**src/rtl/spi_slave_regs.sv**
```systemverilog
// SPI mode-0 slave with a small byte-wide register file.
// Commands: 03 read, 02 write (needs WEL), 05 read status, 06/04 set/clear WEL.
module spi_slave_regs #(
   parameter int ADDR_W = 4
) (
   input  logic              clk,
   input  logic              rst,
   input  logic              sck,
   input  logic              csn,
   input  logic              mosi,
   output logic              miso,
   output logic              miso_oe,
   output logic              wr_stb,
   output logic [ADDR_W-1:0] wr_addr,
   output logic [7:0]        wr_data
);

   localparam int DEPTH = 1 << ADDR_W;

   typedef enum logic [2:0] {
      IDLE    = 3'd0,
      CMD     = 3'd1,
      ADDR    = 3'd2,
      RD_DATA = 3'd3,
      WR_DATA = 3'd4,
      RDSR    = 3'd5,
      IGNORE  = 3'd6
   } state_t;

   state_t            state_r;
   state_t            state_next_s;
   logic              sck_meta_r;
   logic              sck_sync_r;
   logic              sck_prev_r;
   logic              csn_meta_r;
   logic              csn_sync_r;
   logic              mosi_meta_r;
   logic              mosi_sync_r;
   logic              armed_r;
   logic [2:0]        bit_cnt_r;
   logic [7:0]        rx_sh_r;
   logic [7:0]        tx_sh_r;
   logic [ADDR_W-1:0] addr_r;
   logic              wr_mode_r;
   logic              wel_r;
   logic              wel_pend_r;
   logic              wel_set_r;
   logic [7:0]        mem_r [DEPTH];

   logic              sck_rise_s;
   logic              sck_fall_s;
   logic              byte_done_s;
   logic              rd_state_s;
   logic [7:0]        rx_byte_s;
   logic [7:0]        rd_byte_s;

   // Edge detection and byte assembly on the synchronized SPI signals
   always_comb begin
      sck_rise_s  = sck_sync_r & ~sck_prev_r & ~csn_sync_r;
      sck_fall_s  = ~sck_sync_r & sck_prev_r & ~csn_sync_r;
      byte_done_s = sck_rise_s && (bit_cnt_r == 3'd7);
      rd_state_s  = (state_r == RD_DATA) || (state_r == RDSR);
      rx_byte_s   = {rx_sh_r[6:0], mosi_sync_r};
      if (state_r == RDSR) begin
         rd_byte_s = {6'b000000, wel_r, 1'b0};
      end else begin
         rd_byte_s = mem_r[addr_r];
      end
   end

   // Two-flop synchronizers; csn stages reset low so a transaction needs a fresh csn fall
   always_ff @(posedge clk) begin
      if (rst) begin
         sck_meta_r  <= 1'b0;
         sck_sync_r  <= 1'b0;
         sck_prev_r  <= 1'b0;
         csn_meta_r  <= 1'b0;
         csn_sync_r  <= 1'b0;
         mosi_meta_r <= 1'b0;
         mosi_sync_r <= 1'b0;
      end else begin
         sck_meta_r  <= sck;
         sck_sync_r  <= sck_meta_r;
         sck_prev_r  <= sck_sync_r;
         csn_meta_r  <= csn;
         csn_sync_r  <= csn_meta_r;
         mosi_meta_r <= mosi;
         mosi_sync_r <= mosi_meta_r;
      end
   end

   // State register
   always_ff @(posedge clk) begin
      if (rst) begin
         state_r <= IDLE;
      end else begin
         state_r <= state_next_s;
      end
   end

   // Next-state decode: csn rise aborts from anywhere, byte boundaries advance the protocol
   always_comb begin
      state_next_s = state_r;
      if (state_r == IDLE) begin
         if (!csn_sync_r && armed_r) begin
            state_next_s = CMD;
         end else begin
            state_next_s = IDLE;
         end
      end else if (csn_sync_r) begin
         state_next_s = IDLE;
      end else if (byte_done_s) begin
         case (state_r)
            CMD: begin
               case (rx_byte_s)
                  8'h03:   state_next_s = ADDR;
                  8'h02:   state_next_s = wel_r ? ADDR : IGNORE;
                  8'h05:   state_next_s = RDSR;
                  default: state_next_s = IGNORE;
               endcase
            end
            ADDR:    state_next_s = wr_mode_r ? WR_DATA : RD_DATA;
            default: state_next_s = state_r;
         endcase
      end else begin
         state_next_s = state_r;
      end
   end

   // Shift registers, address pointer, WEL, register file and output registers
   always_ff @(posedge clk) begin
      if (rst) begin
         armed_r    <= 1'b0;
         bit_cnt_r  <= 3'd0;
         rx_sh_r    <= 8'h00;
         tx_sh_r    <= 8'h00;
         addr_r     <= '0;
         wr_mode_r  <= 1'b0;
         wel_r      <= 1'b0;
         wel_pend_r <= 1'b0;
         wel_set_r  <= 1'b0;
         miso       <= 1'b0;
         miso_oe    <= 1'b0;
         wr_stb     <= 1'b0;
         wr_addr    <= '0;
         wr_data    <= 8'h00;
         for (int i = 0; i < DEPTH; i++) begin
            mem_r[i] <= 8'h00;
         end
      end else begin
         wr_stb <= 1'b0;

         if (csn_sync_r) begin
            armed_r <= 1'b1;
         end else if (state_r == IDLE && state_next_s == CMD) begin
            armed_r <= 1'b0;
         end

         if (state_r == IDLE || csn_sync_r) begin
            bit_cnt_r <= 3'd0;
         end else if (sck_rise_s && !rd_state_s) begin
            bit_cnt_r <= bit_cnt_r + 3'd1;
            rx_sh_r   <= rx_byte_s;
         end else if (sck_fall_s && rd_state_s) begin
            bit_cnt_r <= bit_cnt_r + 3'd1;
         end

         if (byte_done_s && state_r == CMD) begin
            wr_mode_r  <= (rx_byte_s == 8'h02);
            wel_pend_r <= (rx_byte_s == 8'h06) || (rx_byte_s == 8'h04);
            wel_set_r  <= (rx_byte_s == 8'h06);
         end

         // A WEL command only takes effect if nothing follows its 8th bit
         if (sck_rise_s && state_r == IGNORE) begin
            wel_pend_r <= 1'b0;
         end

         if (byte_done_s && state_r == ADDR) begin
            addr_r <= rx_byte_s[ADDR_W-1:0];
         end

         if (byte_done_s && state_r == WR_DATA) begin
            mem_r[addr_r] <= rx_byte_s;
            wr_stb        <= 1'b1;
            wr_addr       <= addr_r;
            wr_data       <= rx_byte_s;
            addr_r        <= addr_r + ADDR_W'(1);
         end

         if (sck_fall_s && rd_state_s) begin
            if (bit_cnt_r == 3'd0) begin
               miso    <= rd_byte_s[7];
               tx_sh_r <= {rd_byte_s[6:0], 1'b0};
               if (state_r == RD_DATA) begin
                  addr_r <= addr_r + ADDR_W'(1);
               end
            end else begin
               miso    <= tx_sh_r[7];
               tx_sh_r <= {tx_sh_r[6:0], 1'b0};
            end
         end

         if (csn_sync_r && state_r != IDLE) begin
            if (state_r == WR_DATA) begin
               wel_r <= 1'b0;
            end else if (wel_pend_r) begin
               wel_r <= wel_set_r;
            end
            wel_pend_r <= 1'b0;
         end

         miso_oe <= (state_next_s == RD_DATA) || (state_next_s == RDSR);
         if (!((state_next_s == RD_DATA) || (state_next_s == RDSR))) begin
            miso <= 1'b0;
         end
      end
   end

endmodule

```
**config.mk**
```make
export PLATFORM = sky130hd
export DESIGN_NAME = spi_slave_regs
export DESIGN_NICKNAME = d
export VERILOG_FILES = /design/src/rtl/spi_slave_regs.sv
export SDC_FILE = /design/constraint.sdc
export NUM_CORES = 1
export LEC_CHECK = 0
export CAP_MARGIN = 20
export CORE_ASPECT_RATIO = 0.5
export CORE_MARGIN = 2
export CORE_UTILIZATION = 49
export DETAILED_ROUTE_END_ITERATION = 10
export PLACE_DENSITY = 0.65
export SLEW_MARGIN = 0
export SYNTH_ARGS = -nofsm -noshare
export SYNTH_HDL_FRONTEND = slang
export SYNTH_SLANG_ARGS = --single-unit
```
**constraint.sdc**
```tcl
create_clock -name clk -period 3.94 [get_ports clk]
set_clock_uncertainty 0.1 [all_clocks]
set_input_delay 0.591 -clock clk [delete_from_list [all_inputs] [get_ports clk]]
set_output_delay 0.591 -clock clk [all_outputs]
set_load 0.05 [all_outputs]
```
==> implementation parameters <==
Parameter                              Value

Timing
  Total Negative Setup Slacks ... 0 ns
  Final setup viols ... 0
  Final Max Slew Viols ... 0
  Final worst slack ... 1.056 ns
  Relative max-transition margin ... 25.71%
  Max Fclk ... 346.7 MHz
  Transition time of the tightest slew-check pin ... 1.113 ns
  Number of endpoints with negative hold slack in the final report ... 0
  Setup repair after global routing missed its margin ... false
  Period utilisation layout ... 73.20%
  Time the final worst path needs with I/O delays and setup ... 2.884 ns

Final layout
  Share of final-layout standard cells stronger than drive strength 1 ... 17.96%
  Area growth syn-to-layout ... 11.06%
  Antenna diode count ... 0
  Commonest non-fill, non-tap cells in the layout ... sky130_fd_sc_hd__and2_1, sky130_fd_sc_hd__edfxtp_1, sky130_fd_sc_hd__dfxtp_1
  Final design instance area without fill ... 9198 um^2
  Fin nets ... 667
  Most frequent standard cell in the layout excluding fill and tap cells ... sky130_fd_sc_hd__and2_1

Pwr
  Proportion of total power due to net switching ... 22.02%
  Part of the total power dissipated in sequential elements ... 53.8%
  Power per standard cell area ... 421.1 nW/um^2
  Proportion of power drawn by combinational gates ... 2.3%
  Leak ... 3.181 nW
  Int Pwr ... 0.003021 W
  Max IR drop VDD ... 0.0002131 V
  Fraction of power consumed by the clock network ... 43.9%
  Net switching power figure ... 0.0008528 W

CTS
  Root Driver ... sky130_fd_sc_hd__clkbuf_16
  Number of resized instances in the post-cts repair step ... 0
  TritonCTS Buffers ... 17
  CTS tree ... yes
  Clock Latency Late Sink ... 0.43 ns
  Clock sink total ... 179
  Hold buffer count at CTS ... 0
  Buffers inserted by post-CTS timing repair ... 0
  Clock-pin slew of the registers on the worst-case setup and hold paths ... 0.07 ns
  H-tree levels ... 4
  Bufs on Longest Clock Path ... 2

Routing
  Via density ... 5.692
  DRC ... 0
  Number of design-rule violations left by the first detailed-router iteration ... 451
  Remaining number of nets flagged by the antenna check after routing ... 0
  Routed wire length ... 19390 um
  Detailed-router iteration count before antenna repair ... 7
  Via count ... 5094
  WL per Instance ... 21.66 um

Run status
  Run status ... completed

Global routing
  Total routing usage reported by global routing ... 22.46%
  Via count of the first global-routing pass ... 4734
  Largest net degree at the start of global routing ... 32
  Wire length of the first global-routing pass ... 28900 um
  Leftover overflow at the end of global routing ... 0
  Number of antenna violations at the first check in global routing ... 0

Placed design
  Placed Area ... 8603 um^2
  Placed wire-length estimate ... 12690 um
  Final Wtd Congestion ... 0.8943
  IO buf count ... 19
  Worst setup timing slack at the placement stage ... 1.104 ns

Floorplanning
  Top Ports ... 20
  Starting density of the core ... 50.27%
  Vertical extent of the die ... 95.93 um
  Standard cell core area ... 16470 um^2
  Floorplan row count ... 33
  Die Width ... 187.9 um
  Die area ... 18020 um^2

Critical path
  Endpoint class of the critical path ... register
  CP required ... 3.96 ns
  Cell with the largest stage delay on the worst path ... sky130_fd_sc_hd__nor2_4
  Combined buffer and inverter count along the critical path ... 0
  Crit-path cells ... ha_1 > ha_1 > nand4bb_1 > nor2_4 > nand2_2 > nor2_2 > or2_2
  Crit Path Category ... reg -> reg
  Worst path most repeated cell ... sky130_fd_sc_hd__ha_1
  CP max FO ... 16
  Data arrival time at the worst-slack endpoint ... 2.91 ns
  Largest stage delay on the critical path ... 0.58 ns
  Gate family responsible for the most delay along the worst path ... simple AND/OR/NAND/NOR gates
  Worst Setup Start Kind ... register

Synth
  Gate count after technology mapping ... 654
  FF+latch count, synth ... 179
  Post-synthesis cell type count ... 56
  Ys async rst share ... 0%
  Warnings from Yosys ... 0
  Average cell area after synthesis ... 12.66 um^2
  Number of enable-type register cells in the synthesized netlist ... 128
  Post-Synthesis Net Count ... 666
  Sequential area share after synthesis ... 58.74%
  Most instantiated flip-flop cell in the synthesis netlist ... sky130_fd_sc_hd__edfxtp_1
  Mapped Area ... 8282 um^2

Worst hold path
  Hold/Removal Path Class ... reg -> reg

Flow run
  Maximum Capacitance Violations ... 0
==> path summary, 6_finish.rpt <==
check               startpoint           to  slack (ns)  cells past startpoint
hold / removal     mosi_meta_r  mosi_sync_r        0.34                      1
setup reg to reg  bit_cnt_r[0]  mem_r[5][6]        1.06                      7
hold reg to reg    mosi_meta_r  mosi_sync_r        0.34                      1
setup / recovery  bit_cnt_r[0]  mem_r[5][6]        1.06                      7
==> kinds of logic (layout without fill, tap and decap cells) <==
logic type,count (synthesis),in the layout,synth area share (%)
simple gates,300,300,20.83
fa+ha+maj,7,7,1.058
compound gates,66,66,5.771
xor+xnor,2,2,0.3022
flops,179,179,58.74
mux,46,46,10.26
buf+inv,54,68,3.037
==> power by group through the flow <==
stage	clock network, W	registers, W	logic, W
after floorplan	0	0.00211	0.0000662
after global placement	0	0.00213	0.0000851
after detailed placement	0	0.00212	0.0000871
after CTS	0.00171	0.00208	0.0000867
after global routing	0.00179	0.00209	0.0000931
final	0.00170	0.00208	0.0000875
==> registers in the layout, indices dropped and copies added (netlist names), 3 cells and up <==
name,cells
bit_cnt_r,3
rx_sh_r,7
addr_r,4
state_r,3
wr_data,8
mem_r,128
wr_addr,4
tx_sh_r,7
==> metrics by stage <==
step	utilization (%)	instances	total power, W	hold slack (ns)
floorplan	-	654	0.002171	0.3138
detailed placement	52.22	863	0.002210	0.3231
finish	55.83	895	0.003873	0.3409
global placement	52.22	863	0.002210	0.3180
global route	55.83	895	0.003965	0.3658
CTS	55.83	895	0.003883	0.3398
==> synthesized netlist by cell type, types with 3 or more instances <==
cell,instances,area share [%]
sky130_fd_sc_hd__mux4_2,31,8.4
sky130_fd_sc_hd__nand4_1,3,0.23
sky130_fd_sc_hd__nand2_1,41,1.9
sky130_fd_sc_hd__nor2b_1,12,0.91
sky130_fd_sc_hd__or2_2,16,1.2
sky130_fd_sc_hd__dfxtp_1,51,12
sky130_fd_sc_hd__o21ai_0,5,0.30
sky130_fd_sc_hd__nor2_1,33,1.5
sky130_fd_sc_hd__nand2_2,4,0.30
sky130_fd_sc_hd__a22oi_1,14,1.3
sky130_fd_sc_hd__nand2b_1,9,0.68
sky130_fd_sc_hd__nand3_1,4,0.24
sky130_fd_sc_hd__buf_2,9,0.54
sky130_fd_sc_hd__a221oi_1,5,0.53
sky130_fd_sc_hd__and2_1,130,9.8
sky130_fd_sc_hd__nor4_1,3,0.23
sky130_fd_sc_hd__inv_1,7,0.32
sky130_fd_sc_hd__a21oi_1,25,1.5
sky130_fd_sc_hd__edfxtp_1,128,46
sky130_fd_sc_hd__nor3_1,11,0.66
sky130_fd_sc_hd__ha_1,7,1.1
sky130_fd_sc_hd__clkbuf_1,30,1.4
sky130_fd_sc_hd__nor2_2,16,1.2
sky130_fd_sc_hd__a21o_1,3,0.27
sky130_fd_sc_hd__mux2i_1,14,1.7
sky130_fd_sc_hd__buf_6,4,0.54
==> per-layer routing <==
layer	share of wire (%)	wire length, um	vias up	track usage [%]
li1	-	-	2359	-
met1	48	9246	2512	32.84
met4	1.3	243	0	6.365
met2	44	8563	201	34.72
met3	6.9	1334	22	4.156
met5	0	0	-	0
==> area by class of cell <==
cell class | instances | area, um^2
Timing Repair Buffer | 29 | 260.3
Sequential cell | 179 | 4867
Multi-Input combinational cell | 421 | 3166
Clock buffer | 19 | 452.9
Tap cell | 227 | 284.0
Clock inverter | 13 | 141.4
Fill cell | 1330 | 7277
Inverter | 7 | 26.28
Note: power is estimated with default switching activity, not from simulation.
